`src/rtl/axi4_burst_splitter_pkg.sv`:
```
// Shared AXI4 address-channel constants, size encoding and splitter FSM states.
// Used by axi4_burst_splitter and axi4_burst_len_calc.
package axi4_burst_splitter_pkg;

   localparam int AXI4_MAX_BURST_LEN = 256;
   localparam int AXI4_4K_BYTES      = 4096;

   localparam logic [1:0] AXI4_BURST_INCR = 2'b01;

   typedef enum logic [2:0] {
      AXI4_SIZE_1B   = 3'd0,
      AXI4_SIZE_2B   = 3'd1,
      AXI4_SIZE_4B   = 3'd2,
      AXI4_SIZE_8B   = 3'd3,
      AXI4_SIZE_16B  = 3'd4,
      AXI4_SIZE_32B  = 3'd5,
      AXI4_SIZE_64B  = 3'd6,
      AXI4_SIZE_128B = 3'd7
   } axi4_size_e;

   function automatic axi4_size_e axi4_bytes_to_size(input int bytes);
      case (bytes)
         2:       return AXI4_SIZE_2B;
         4:       return AXI4_SIZE_4B;
         8:       return AXI4_SIZE_8B;
         16:      return AXI4_SIZE_16B;
         32:      return AXI4_SIZE_32B;
         64:      return AXI4_SIZE_64B;
         128:     return AXI4_SIZE_128B;
         default: return AXI4_SIZE_1B;
      endcase
   endfunction

   typedef enum logic [1:0] {
      ST_IDLE  = 2'd0,
      ST_CALC  = 2'd1,
      ST_ISSUE = 2'd2,
      ST_FIN   = 2'd3
   } splitter_state_e;

endpackage

```
`src/rtl/axi4_burst_len_calc.sv`:
```
// Combinational length of the next INCR burst: min(remaining, 256, beats to the
// next 4 KB boundary), plus a flag saying the 4 KB term was the limiting one.
module axi4_burst_len_calc
   import axi4_burst_splitter_pkg::*;
#(
   parameter int DATA_WIDTH_P  = 64,
   parameter int BEATS_WIDTH_P = 24
) (
   input  logic [11:0]              cur_addr_lo,
   input  logic [BEATS_WIDTH_P-1:0] remaining,
   output logic [8:0]               n,
   output logic                     limited_4k
);

   localparam int SIZE_LOG2 = int'(axi4_bytes_to_size(DATA_WIDTH_P / 8));

   logic [12:0] bytes_to_4k;
   logic [12:0] beats_to_4k;
   logic [8:0]  cap;

   always_comb begin
      // 13-bit subtraction so an address on a boundary yields a full 4096 bytes
      bytes_to_4k = 13'(AXI4_4K_BYTES) - {1'b0, cur_addr_lo};
      beats_to_4k = bytes_to_4k >> SIZE_LOG2;

      if (remaining > BEATS_WIDTH_P'(AXI4_MAX_BURST_LEN)) begin
         cap = 9'(AXI4_MAX_BURST_LEN);
      end else begin
         cap = remaining[8:0];
      end

      if ({4'b0000, cap} > beats_to_4k) begin
         n          = beats_to_4k[8:0];
         limited_4k = 1'b1;
      end else begin
         n          = cap;
         limited_4k = 1'b0;
      end
   end

endmodule

```
`src/rtl/axi4_burst_splitter.sv`:
```
// Splits a linear (addr, beats) request into AXI4 INCR bursts of <=256 beats that
// never cross 4 KB. Optional statistics counters: AXI4_BURST_SPLITTER_STATS_EN.
module axi4_burst_splitter
   import axi4_burst_splitter_pkg::*;
#(
   parameter int ID_WIDTH_P    = 4,
   parameter int ADDR_WIDTH_P  = 32,
   parameter int DATA_WIDTH_P  = 64,
   parameter int BEATS_WIDTH_P = 24
) (
   input  logic                     clk,
   input  logic                     rst,
   input  logic                     req_valid,
   output logic                     req_ready,
   input  logic [ID_WIDTH_P-1:0]    req_id,
   input  logic [ADDR_WIDTH_P-1:0]  req_addr,
   input  logic [BEATS_WIDTH_P-1:0] req_beats,
   output logic [ID_WIDTH_P-1:0]    axid,
   output logic [ADDR_WIDTH_P-1:0]  axaddr,
   output logic [7:0]               axlen,
   output logic [2:0]               axsize,
   output logic [1:0]               axburst,
   output logic                     axvalid,
   input  logic                     axready,
`ifdef AXI4_BURST_SPLITTER_STATS_EN
   output logic [15:0]              sr_burst_count,
   output logic [15:0]              sr_split_4k_count,
`endif
   output logic                     done
);

   localparam int SIZE_LOG2 = int'(axi4_bytes_to_size(DATA_WIDTH_P / 8));
   localparam logic [2:0] AXSIZE_C = 3'(axi4_bytes_to_size(DATA_WIDTH_P / 8));
   localparam logic [ADDR_WIDTH_P-1:0] ADDR_ALIGN_MASK = {ADDR_WIDTH_P{1'b1}} << SIZE_LOG2;

   splitter_state_e          state_q, state_d;
   logic                     req_ready_q, req_ready_d;
   logic                     done_q, done_d;
   logic                     axvalid_q, axvalid_d;
   logic [ID_WIDTH_P-1:0]    axid_q, axid_d;
   logic [ADDR_WIDTH_P-1:0]  axaddr_q, axaddr_d;
   logic [7:0]               axlen_q, axlen_d;
   logic [ADDR_WIDTH_P-1:0]  cur_addr_q, cur_addr_d;
   logic [BEATS_WIDTH_P-1:0] remaining_q, remaining_d;

   logic [8:0] burst_n;
   logic       burst_limited_4k;
   logic       req_hs;
   logic       ax_hs;

   axi4_burst_len_calc #(
      .DATA_WIDTH_P  (DATA_WIDTH_P),
      .BEATS_WIDTH_P (BEATS_WIDTH_P)
   ) u_len_calc (
      .cur_addr_lo (cur_addr_q[11:0]),
      .remaining   (remaining_q),
      .n           (burst_n),
      .limited_4k  (burst_limited_4k)
   );

   assign req_hs = (state_q == ST_IDLE) && req_valid && req_ready_q;
   assign ax_hs  = (state_q == ST_ISSUE) && axvalid_q && axready;

   always_comb begin
      state_d     = state_q;
      req_ready_d = 1'b0;
      done_d      = 1'b0;
      axvalid_d   = axvalid_q;
      axid_d      = axid_q;
      axaddr_d    = axaddr_q;
      axlen_d     = axlen_q;
      cur_addr_d  = cur_addr_q;
      remaining_d = remaining_q;

      case (state_q)
         ST_IDLE: begin
            req_ready_d = 1'b1;
            if (req_hs) begin
               req_ready_d = 1'b0;
               axid_d      = req_id;
               cur_addr_d  = req_addr & ADDR_ALIGN_MASK;
               remaining_d = req_beats;
               state_d     = (req_beats != '0) ? ST_CALC : ST_FIN;
            end
         end
         ST_CALC: begin
            axaddr_d    = cur_addr_q;
            axlen_d     = 8'(burst_n - 9'd1);
            axvalid_d   = 1'b1;
            cur_addr_d  = cur_addr_q + (ADDR_WIDTH_P'(burst_n) << SIZE_LOG2);
            remaining_d = remaining_q - BEATS_WIDTH_P'(burst_n);
            state_d     = ST_ISSUE;
         end
         ST_ISSUE: begin
            if (ax_hs) begin
               axvalid_d = 1'b0;
               state_d   = (remaining_q != '0) ? ST_CALC : ST_FIN;
            end
         end
         ST_FIN: begin
            done_d  = 1'b1;
            state_d = ST_IDLE;
         end
         default: state_d = ST_IDLE;
      endcase
   end

   always_ff @(posedge clk) begin
      if (rst) begin
         state_q     <= ST_IDLE;
         req_ready_q <= 1'b0;
         done_q      <= 1'b0;
         axvalid_q   <= 1'b0;
         axid_q      <= '0;
         axaddr_q    <= '0;
         axlen_q     <= '0;
         cur_addr_q  <= '0;
         remaining_q <= '0;
      end else begin
         state_q     <= state_d;
         req_ready_q <= req_ready_d;
         done_q      <= done_d;
         axvalid_q   <= axvalid_d;
         axid_q      <= axid_d;
         axaddr_q    <= axaddr_d;
         axlen_q     <= axlen_d;
         cur_addr_q  <= cur_addr_d;
         remaining_q <= remaining_d;
      end
   end

`ifdef AXI4_BURST_SPLITTER_STATS_EN
   logic [15:0] sr_burst_count_q, sr_burst_count_d;
   logic [15:0] sr_split_4k_count_q, sr_split_4k_count_d;

   // Split count is taken when the burst length is decided, not at handshake
   always_comb begin
      sr_burst_count_d    = sr_burst_count_q;
      sr_split_4k_count_d = sr_split_4k_count_q;
      if (ax_hs && (sr_burst_count_q != 16'hFFFF)) begin
         sr_burst_count_d = sr_burst_count_q + 16'd1;
      end
      if ((state_q == ST_CALC) && burst_limited_4k && (sr_split_4k_count_q != 16'hFFFF)) begin
         sr_split_4k_count_d = sr_split_4k_count_q + 16'd1;
      end
   end

   always_ff @(posedge clk) begin
      if (rst) begin
         sr_burst_count_q    <= '0;
         sr_split_4k_count_q <= '0;
      end else begin
         sr_burst_count_q    <= sr_burst_count_d;
         sr_split_4k_count_q <= sr_split_4k_count_d;
      end
   end

   assign sr_burst_count    = sr_burst_count_q;
   assign sr_split_4k_count = sr_split_4k_count_q;
`else
   logic unused_limited_4k;
   assign unused_limited_4k = burst_limited_4k;
`endif

   assign req_ready = req_ready_q;
   assign done      = done_q;
   assign axvalid   = axvalid_q;
   assign axid      = axid_q;
   assign axaddr    = axaddr_q;
   assign axlen     = axlen_q;
   assign axsize    = AXSIZE_C;
   assign axburst   = AXI4_BURST_INCR;

endmodule
```
`config.mk`:
```
export PLATFORM = sky130hd
export DESIGN_NAME = axi4_burst_splitter
export DESIGN_NICKNAME = d
export VERILOG_FILES = /design/src/rtl/axi4_burst_splitter_pkg.sv /design/src/rtl/axi4_burst_len_calc.sv /design/src/rtl/axi4_burst_splitter.sv
export SDC_FILE = /design/constraint.sdc
export NUM_CORES = 1
export LEC_CHECK = 0
export CAP_MARGIN = 20
export CELL_PAD_IN_SITES_DETAIL_PLACEMENT = 0
export CELL_PAD_IN_SITES_GLOBAL_PLACEMENT = 1
export CORE_MARGIN = 3
export CORE_UTILIZATION = 42
export DETAILED_ROUTE_END_ITERATION = 12
export GPL_ROUTABILITY_DRIVEN = 1
export GPL_TIMING_DRIVEN = 0
export PLACE_DENSITY = 0.95
export SYNTH_ARGS = -nofsm -noshare
export SYNTH_HDL_FRONTEND = slang
export SYNTH_SLANG_ARGS = --single-unit
```
`constraint.sdc`:
```
create_clock -name clk -period 12.1 [get_ports clk]
set_input_delay 3.63 -clock clk [delete_from_list [all_inputs] [get_ports clk]]
set_output_delay 3.63 -clock clk [all_outputs]
set_load 0.01 [all_outputs]
```
After elaboration in Yosys (flattened, before gate mapping)
Cells that the tools add are included. W data, S select, Z words.

Output and inout bits: 52. Register bits: 105.

$lt $le $gt $ge: 2. Reduce and logical (&&, ||, !) cells: 14. Multiplexer cells: 15. Add/sub/neg operators: 4. Bitwise operators: 1. Eq/ne operators: 5.

Operators by type and width (number): $pmux W32 S2 (1); $pmux W24 S2 (1); $reduce_bool A24 Y1 (2); $add A32 B12 Y32 (1); $mux W32 (1); $gt A24 B9 Y1 const B (1); $mux W24 (1); $sub A24 B9 Y24 (1); $mux W9 (2); $sub A13 B12 Y13 const A (1); $gt A9 B10 Y1 (1); $mux W2 (4); $pmux W2 S4 (1); $reduce_and A2 Y1 (4); $sub A8 B1 Y8 const B (1); $eq A2 B2 Y1 const B (2); $logic_and A1 B1 Y1 (4); $ne A2 B2 Y1 const B (2); $reduce_bool A2 Y1 (2); $mux W1 (3); $eq A2 B1 Y1 const B (1); $logic_not A2 Y1 (1); $pmux W1 S2 (1); $reduce_or A2 Y1 (1); $not A1 Y1 (1).

Depth between registers and ports, before layout
Gate-level depths: netlist (run 1).

Depth after elaboration: 6. Gate-level depth with buffers: 29. Depth with buffers taken out: 26.

Hierarchy
Synthesis (run 1) repeated with hierarchy kept, for this count alone.

Cell total of the unflattened synthesis: 790. Area, all modules: 6068.3 um2.

By module, submodules not included: axi4_burst_splitter (times used 1, cells an instance 708, area an instance 5434.0 um2, sequential area each 1981.9 um2); axi4_burst_len_calc (times used 1, cells an instance 82, area an instance 634.4 um2, sequential area each 0.0 um2).

Worst setup path after synthesis (run 1)
No wires, ideal clock.

Path type: register to register. Start point: register remaining_q[9]. End point: register cur_addr_q[17]. Cell stages (with the launch flop): 28. Clock period less this slack: 6.536 ns. Arrival time: 6.444 ns. Path slack: 5.564 ns. Setup time: 0.092 ns. Cells stage by stage: dfxtp_1 -> or4_4 -> or4_4 -> or2_2 -> or3_1 -> ha_1 -> nand3_1 -> nor2_1 -> or3_1 -> buf_1 -> o21ai_2 -> clkbuf_1 -> mux2_2 -> inv_1 -> ha_1 -> inv_1 -> fa_1 -> nor2b_1 -> o21ai_0 -> nand3_1 -> a2bb2oi_1 -> mux2_2 -> a32oi_2 -> o41ai_4 -> nor3_2 -> buf_4 -> a211oi_1 -> nor4_1.

Word-level cells in the longest chain between the ends: 6.

RTL lines: from (decl) (line axi4_burst_splitter.sv:44) `logic [BEATS_WIDTH_P-1:0] remaining_q, remaining_d;`; from (signal assigned) (line axi4_burst_splitter.sv:128) `remaining_q <= remaining_d;`; $gt A24 B9 Y1 * (line axi4_burst_len_calc.sv:26) `if (remaining > BEATS_WIDTH_P'(AXI4_MAX_BURST_LEN)) begin`; $mux W9 * (line axi4_burst_len_calc.sv:26); $gt A9 B10 Y1 (line axi4_burst_len_calc.sv:32) `if ({4'b0000, cap} > beats_to_4k) begin`; $mux W9 * (line axi4_burst_len_calc.sv:32); $add A32 B12 Y32 * (line axi4_burst_splitter.sv:90) `cur_addr_d = cur_addr_q + (ADDR_WIDTH_P'(burst_n) << SIZE_LOG2);`; $pmux W32 S2 * (line axi4_burst_splitter.sv:75) `case (state_q)`; to (signal assigned) (line axi4_burst_splitter.sv:127) `cur_addr_q <= cur_addr_d;`; to (decl) (line axi4_burst_splitter.sv:43) `logic [ADDR_WIDTH_P-1:0] cur_addr_q, cur_addr_d;`.

Mark *: on every way between the ends. The rest lies on a longest branch, timed or not. A chain may end at the register's enable or synchronous reset.

Worst setup path after layout (run 1)
Same ends and word-level chain as after synthesis.

==> impl_metrics.json, run 1 <==
{
  "status": "complete, no violations",
  "cp_max_fo": 10,
  "power_density_mw_per_mm2": 164,
  "place_worst_setup_slack_ps": 4510,
  "tightest_slew_ps": 1140,
  "cts_resized": 0,
  "grt_use_total": 0.254,
  "grt_pass1_vias": 6273,
  "h-tree-depth": 3,
  "worst_hold_path_type": "reg2reg",
  "die_area_sq_mm": 0.0164,
  "core_area_sq_mm": 0.0142,
  "maxCapViolCount": 0,
  "cts_setup_buffers": 0,
  "fin_ws_ps": 4420,
  "synth-edff-count": 0,
  "p_sw_frac": 0.404,
  "gp_congestion": 0.942,
  "fmax_ghz": 0.130,
  "grt_pass1_wl_um": 33100,
  "pwr-share-seq": 0.289,
  "crit_required_ps": 12350,
  "syn_avg_cell_area_sq_um": 7.79,
  "slew_headroom": 0.234,
  "cts_buffer_depth": 2,
  "power_mw": 1.29,
  "ant_nets": 0,
  "critPathKind": "reg2reg",
  "root_buffer": "clkbuf_16",
  "multiInputGateArea_sq_mm": 0.00391,
  "rsz0062_at_grt": "no",
  "via_count": 6543,
  "drt_first_pass_iters": 6,
  "die_w_um": 128,
  "synth-async-reset-ratio": 0,
  "syn-cell-area_sq_mm": 0.00624,
  "cts_tree": "built",
  "ir_worst_vdd_mv": 0.0868,
  "p_leak_nw": 2.77,
  "placementRows": 43,
  "fill_cells": 1386,
  "grt_overflow": 0,
  "clock_skew_ps": 6.04,
  "grt_max_degree": 17,
  "holdBufCountCts": 0,
  "cts_buffers": 9,
  "power.switching_mw": 0.521,
  "drt_iter0_drc": 524,
  "ys.flop_type": "dfxtp_1",
  "endpoint_kind": "flop",
  "dp_hpwl_um": 15800,
  "clkSlewWorstSetupHoldPaths_ps": 70,
  "worstSetupStartpointType": "flop",
  "area_delta_synth_final_pct": 25.7,
  "portBuffers": 103,
  "syn_inst": 801,
  "fin_crit_sh": 0.634,
  "p_int_mw": 0.769,
  "final_layout_size_suffix_gt1_frac": 0.0605,
  "nNetsFinal": 1011,
  "via_per_inst": 5.92,
  "insertion_delay_ps": 350,
  "numClockSinks": 99,
  "finalSetupTns_ps": 0,
  "slowest_delay_ps": 590,
  "wl_um": 21200,
  "grt_antenna_before_repair": 0,
  "finalHoldViolCount": 0,
  "pwr-share-clk": 0.247,
  "crit_path_top_delay_cell": "or4_4",
  "ys_warn_count": 0,
  "min_period_ps": 7680,
  "yosysUniqueCellTypes": 83,
  "synth-seq-cells": 99,
  "crit_arrival_ps": 7930,
  "ys_seq_area_frac": 0.318,
  "drc": 0,
  "seqCellArea_sq_mm": 0.00198,
  "finalSetupViolCount": 0,
  "slew_viol_final": 0,
  "start_util": 0.439,
  "avgRoutedWirePerCell_um": 19.2,
  "postPlaceCellArea_sq_mm": 0.00752,
  "diodes": 0,
  "p_comb_frac": 0.464,
  "stdcell_area_sq_mm": 0.00785,
  "die_y_um": 128,
  "io-pin-count": 116
}
## power groups by stage
stage	combinational (mW)	sequential, mW	clock (mW)
2_1_floorplan	0.425	0.375	0
3_3_place_gp	0.583	0.379	0
3_5_place_dp	0.585	0.379	0
4_1_cts	0.590	0.372	0.319
5_1_grt	0.650	0.375	0.330
6_report	0.599	0.372	0.319
## cells by family after synthesis
kind of cell | Yosys count | share of synthesized area
other | 2 | 0.00120
adder cells (fa/ha/maj) | 28 | 0.0583
buffers and inverters | 88 | 0.0601
flip-flops | 99 | 0.318
multiplexers | 4 | 0.00682
AO/OA/AOI/OAI | 236 | 0.281
AND/OR/NAND/NOR | 318 | 0.238
XOR/XNOR | 26 | 0.0365
## layout by cell type (no fill, tap or decap), types with 16 or more instances in the layout
cell type          n
dfxtp_1           99
o21ai_0           16
a31oi_1           17
nand2_1          143
or3_1             20
clkdlybuf4s50_1  103
clkbuf_1          44
ha_1              24
a21oi_1           68
nor2_1            61
inv_1             28
a211oi_1          25
o211ai_1          17
## cell usage after synthesis, types with 5 or more instances
library cell | instances | area, sq um
a2111oi_2 | 5 | 75.1
a211oi_1 | 25 | 188
a21o_1 | 5 | 37.5
a21oi_1 | 68 | 340
a22oi_1 | 6 | 45.0
a311oi_1 | 14 | 123
a31oi_1 | 17 | 106
and2_1 | 5 | 31.3
and3_1 | 12 | 75.1
buf_1 | 5 | 18.8
buf_4 | 10 | 75.1
clkbuf_1 | 43 | 161
dfxtp_1 | 99 | 1980
ha_1 | 24 | 300
inv_1 | 28 | 105
nand2_1 | 143 | 537
nand3_1 | 14 | 70.1
nor2_1 | 61 | 229
nor2b_1 | 5 | 31.3
nor3_1 | 15 | 75.1
nor4_1 | 15 | 93.8
o211ai_1 | 17 | 128
o21ai_0 | 16 | 80.1
or3_1 | 20 | 125
xnor2_1 | 15 | 131
xor2_1 | 11 | 96.3
## per-stage QoR
step / hold WS, ps / utilization / cells
after CTS: 457 / 0.553 / 1106
after detailed placement: 447 / 0.529 / 1090
after global routing: 471 / 0.553 / 1106
after floorplan: 440 / - / 807
after global placement: 440 / 0.529 / 1090
final: 454 / 0.553 / 1106
## worst max-delay path: cells and delay by family, from the launching register on
family	cells	cell delay, ps
AO/OA/AOI/OAI	6	1250
multiplexers	2	770
flip-flops	1	360
AND/OR/NAND/NOR	11	3180
buffers and inverters	5	1080
adder cells (fa/ha/maj)	3	920
## flip-flops by register name, indices dropped and copies added (netlist names)
name and cells:
req_ready 1, axaddr 29, cur_addr_q 29, remaining_q 24
done 1, axlen 8, axid 4, axvalid 1
state_q 2
## layer usage
layer,vias to the layer above,share of wire,global-route usage
li1,3160,-,-
met1,3008,0.45,0.363
met2,340,0.43,0.390
met3,35,0.097,0.0471
met4,0,0.021,0.0743
met5,-,0,0
## final cells by class
type                            instances  area share
Inverter                               29      0.0139
Sequential cell                        99       0.253
Clock buffer                           11      0.0309
Clock inverter                          5      0.0108
Multi-Input combinational cell        620       0.498
Buffer                                 59      0.0340
Tap cell                              180      0.0287
Timing Repair Buffer                  103       0.131
## path summary, 6_finish.rpt
path | start | slack [ps] | depth (start not counted) | end
max | remaining_q[9] | 4420 | 27 | cur_addr_q[17]
min | axaddr[21] | 450 | 2 | axaddr[21]
max reg2reg | remaining_q[9] | 4420 | 27 | cur_addr_q[17]
min reg2reg | axaddr[21] | 450 | 2 | axaddr[21]
No activity file was read; power rests on OpenSTA's default activity.
==> inputs of run 2 (changes only) <==
Settings changed: CORE_UTILIZATION 42 to 35, PLACE_DENSITY 0.95 to 0.85.
Clock period 12.1 ns to 6.35 ns, I/O delays scaled along.
==> impl_metrics.json, run 2 (synthesized netlist as in run 1, its figures left out) <==
{
  "status": "complete, no violations",
  "grt_pass1_wl_um": 34800,
  "die_area_sq_mm": 0.0195,
  "fmax_ghz": 0.163,
  "power_mw": 2.57,
  "crit_required_ps": 6570,
  "drt_first_pass_iters": 5,
  "grt_use_total": 0.223,
  "grtUsageMet2": 0.380,
  "reg2regPathDepth": 26,
  "power_density_mw_per_mm2": 311,
  "die_y_um": 140,
  "wl_um": 22500,
  "via_count": 6590,
  "min_period_ps": 6130,
  "drt_iter0_drc": 543,
  "mostFrequentLayoutCells": "nand2_1, clkdlybuf4s50_1, dfxtp_1, a21oi_1, nor2_1",
  "maxCapViolCount": 0,
  "drc": 0,
  "layout_commonest_cell": "nand2_1",
  "crit_path_top_delay_cell": "or4_4",
  "slew_viol_final": 0,
  "io-pin-count": 116,
  "tightest_slew_ps": 855,
  "gp_congestion": 0.890,
  "cts_tree": "built",
  "portBuffers": 103,
  "area_delta_synth_final_pct": 32.4,
  "grt_overflow": 0,
  "crit_arrival_ps": 6350,
  "core_area_sq_mm": 0.0174,
  "die_w_um": 140,
  "root_buffer": "clkbuf_16",
  "hold_depth": 2,
  "finalHoldViolCount": 0,
  "top_usage_layer": "met2",
  "holdBufCountCts": 0,
  "numClockSinks": 99,
  "cp_max_fo": 6,
  "fin_crit_sh": 0.966,
  "grt_antenna_before_repair": 0,
  "post-route-util": 0.476,
  "h-tree-depth": 3,
  "finalSetupTns_ps": 0,
  "clock_skew_ps": 7.76,
  "slowest_delay_ps": 520,
  "use_met1": 0.286,
  "finalSetupViolCount": 0,
  "diodes": 0,
  "start_util": 0.360,
  "worst_hold_path_type": "reg2reg",
  "place_worst_setup_slack_ps": -994,
  "ir_worst_vdd_mv": 0.165,
  "cts_buffers": 9,
  "cts_buffer_depth": 2,
  "worstSetupStartpointType": "flop",
  "nNetsFinal": 1034,
  "hold_slack_ps": 455,
  "dp_hpwl_um": 16400,
  "p_leak_nw": 2.91,
  "insertion_delay_ps": 360,
  "critPathKind": "reg2reg",
  "final_layout_size_suffix_gt1_frac": 0.117,
  "avgRoutedWirePerCell_um": 19.1,
  "via_per_inst": 5.61,
  "placementRows": 48,
  "endpoint_kind": "flop",
  "grt_pass1_vias": 6382,
  "grt_max_degree": 19,
  "clkSlewWorstSetupHoldPaths_ps": 70,
  "slew_headroom": 0.430,
  "use_met3": 0.0450,
  "ant_nets": 0,
  "fin_ws_ps": 217
}
==> run 2: changes by cell type in the layout (fill, tap and decap cells not counted), moves of 3 or more <==
cell	previous run	this run
buf_4	10	30
a21oi_1	68	64
a21oi_2	1	4
buf_6	1	4
clkinvlp_4	1	4
ha_1	24	21
ha_4	0	3
nor2_1	61	58
nor2_2	0	3
==> run 2: worst paths after layout <==
| kind | from | slack (ps) | to |
|---|---|---|---|
| worst max-delay path | remaining_q[10] | 220 | cur_addr_q[31] |
| worst min-delay path | axlen[3] | 450 | axlen[3] |
| worst max register to register | remaining_q[10] | 220 | cur_addr_q[31] |
| worst min register to register | axlen[3] | 450 | axlen[3] |
==> run 2: final cells by class <==
cell class	instances	area, sq um
fillers	1709	9090
multi-input cells	620	4110
flip-flops and latches	99	1980
repair buffers	128	1220
well taps	225	282
plain buffers	57	267
clock buffers	9	225
inverters	29	111
clock inverters	7	61.3
==> run 2: critical path: cells and delay by family (launching register included) <==
kind / cells / cell delay [ps]
flip-flops: 1 / 340
AND/OR/NAND/NOR: 8 / 2130
AO/OA/AOI/OAI: 9 / 1590
adder cells (fa/ha/maj): 3 / 810
multiplexers: 2 / 670
buffers and inverters: 4 / 450
==> run 2: routing by layer <==
metal  routed length [um]  part of all wire
met2                11000              0.49
met4                  435             0.019
met3                 1340             0.060
met5                    0                 0
met1                 9690              0.43
==> run 2: metrics by stage <==
stage               cells  instance area [sq um]
CTS                  1169                   8180
finish               1174                   8260
detailed placement   1135                   7590
global placement     1135                   7590
global route         1174                   8260
floorplan             807                   6280
==> run 2: power breakdown <==
part / total (mW) / internal, mW / switching (mW)
registers: 0.710 / 0.665 / 0.0447
logic: 1.31 / 0.550 / 0.755
clock network: 0.551 / 0.273 / 0.279
==> run 2: repair_timing <==
item | in CTS | in global routing
setup endpoints to repair | 40 | 32
setup buffers | 18 | 5
gates cloned | 1 | 0
pin swaps | 16 | 15
resized for setup | 34 | 11
==> inputs of run 3 (changes only) <==
Settings changed: CTS_CLUSTER_SIZE set to 25, PLACE_DENSITY 0.85 to 0.88.
==> impl_metrics.json, run 3 (synthesized netlist as in run 1, its figures left out) <==
{
  "status": "complete, no violations",
  "cts_tree": "built",
  "critPathKind": "reg2reg",
  "insertion_delay_ps": 360,
  "placed_cells": 1135,
  "worstSetupStartpointType": "flop",
  "core_area_sq_mm": 0.0174,
  "tightest_slew_ps": 1150,
  "crit_arrival_ps": 6430,
  "cts_buffer_depth": 2,
  "r2r-start": "remaining_q[10]",
  "via_count": 6800,
  "instances_no_fill": 1184,
  "slew_viol_final": 0,
  "p_sw_frac": 0.408,
  "mostFrequentLayoutCells": "nand2_1, clkdlybuf4s50_1, dfxtp_1, a21oi_1, nor2_1",
  "wl_um": 22500,
  "h-tree-depth": 3,
  "r2r_slack_ps": 150,
  "via_per_inst": 5.74,
  "worstHoldEndpoint": "axaddr[12]",
  "power_mw": 2.60,
  "timing.rr.end": "cur_addr_q[31]",
  "portBuffers": 103,
  "die_y_um": 140,
  "finalHoldViolCount": 0,
  "stdcell_area_sq_mm": 0.00839,
  "drt_iter0_drc": 484,
  "area_delta_synth_final_pct": 34.4,
  "grt_overflow": 0,
  "finalSetupViolCount": 0,
  "power_density_mw_per_mm2": 310,
  "diodes": 0,
  "start_util": 0.360,
  "drt_first_pass_iters": 6,
  "crit_required_ps": 6580,
  "placementRows": 48,
  "gp_congestion": 0.962,
  "cts_buffers": 9,
  "root_buffer": "clkbuf_16",
  "grt_pass1_vias": 6365,
  "pwr-share-seq": 0.273,
  "die_w_um": 140,
  "endpoint_kind": "flop",
  "p_leak_nw": 2.97,
  "io-pin-count": 116,
  "die_area_sq_mm": 0.0195,
  "grt_antenna_before_repair": 0,
  "numClockSinks": 99,
  "dp_hpwl_um": 16400,
  "grt_pass1_wl_um": 34500,
  "finalSetupTns_ps": 0,
  "postPlaceCellArea_sq_mm": 0.00759,
  "final_layout_size_suffix_gt1_frac": 0.126,
  "place_worst_setup_slack_ps": -1050,
  "maxCapViolCount": 0,
  "clock_skew_ps": 13.4,
  "hold_start": "axaddr[12]",
  "grt_use_total": 0.221,
  "pwr-share-clk": 0.223,
  "worst_hold_path_type": "reg2reg",
  "fin_ws_ps": 146,
  "layout_commonest_cell": "nand2_1",
  "drc": 0,
  "reg2regPathDepth": 27,
  "avgRoutedWirePerCell_um": 19.0,
  "fmax_ghz": 0.161,
  "slew_headroom": 0.224,
  "p_comb_frac": 0.504,
  "hold_depth": 2,
  "grt_max_degree": 19,
  "cp_max_fo": 6,
  "p_int_mw": 1.54,
  "holdBufCountCts": 0,
  "fill_cells": 1682,
  "power.switching_mw": 1.06,
  "clkSlewWorstSetupHoldPaths_ps": 80,
  "ir_worst_vdd_mv": 0.161,
  "min_period_ps": 6200,
  "ant_nets": 0,
  "nNetsFinal": 1044,
  "fin_crit_sh": 0.977
}
run 3: power groups by stage:
stage / Sequential, mW / Clock (mW) / Combinational (mW)
3_3_place_gp: 0.721 / 0 / 1.10
4_1_cts: 0.709 / 0.586 / 1.19
5_1_grt: 0.717 / 0.609 / 1.42
3_5_place_dp: 0.722 / 0 / 1.11
2_1_floorplan: 0.714 / 0 / 0.818
6_report: 0.711 / 0.580 / 1.31
run 3: area by class of cell:
class,instances,area (sq um),area share
multi-input cells,620,4130,0.492
inverters,29,111,0.0133
plain buffers,58,282,0.0336
clock buffers,9,225,0.0269
clock inverters,7,81.3,0.00970
repair buffers,137,1290,0.154
well taps,225,282,0.0336
flip-flops and latches,99,1990,0.237
run 3: how the worst max path moves through the flow:
stage	start	end	slack, ps	depth (start not counted)
3_5_place_dp	remaining_q[9]	cur_addr_q[17]	-1050	28
6_report	remaining_q[10]	cur_addr_q[31]	150	27
2_1_floorplan	remaining_q[9]	cur_addr_q[17]	20	27
3_3_place_gp	remaining_q[9]	cur_addr_q[17]	-930	28
5_1_grt	remaining_q[10]	cur_addr_q[31]	-40	29
4_1_cts	remaining_q[9]	cur_addr_q[23]	10	27
run 3: what timing repair did:
item	CTS	global route
buffers inserted	12	22
pin swaps	8	21
gates resized for setup	26	22
endpoints found under the setup margin	40	30
run 3: routing by layer:
metal  track usage  vias up  wire length (um)
li1              -     3230                 -
met1         0.281     3240              9400
met2         0.382      285             10900
met3        0.0326       45              1570
met4        0.0770        0               630
met5             0        -                 0
run 3: through the flow:
stage | util | hold slack [ps]
finish | 0.483 | 452
global placement | 0.437 | 442
global route | 0.483 | 479
CTS | 0.467 | 455
floorplan | - | 440
detailed placement | 0.437 | 446
run 3: critical path, stage by stage, from the launching register on:
cell	delay, ps
dfxtp_4	350
or4_4	530
or4_4	530
a2111o_1	410
buf_6	160
nor2_2	120
ha_4	220
a21oi_2	120
nor2_1	70
or3_4	410
o21ai_4	170
buf_8	120
mux2_4	310
inv_4	70
ha_4	120
inv_1	50
fa_2	400
nor2b_2	150
o21ai_2	100
nand3_1	100
a2bb2oi_1	70
mux2_4	300
a32oi_4	290
o41ai_4	120
buf_4	180
or3_1	350
a21oi_2	130
o22ai_1	80
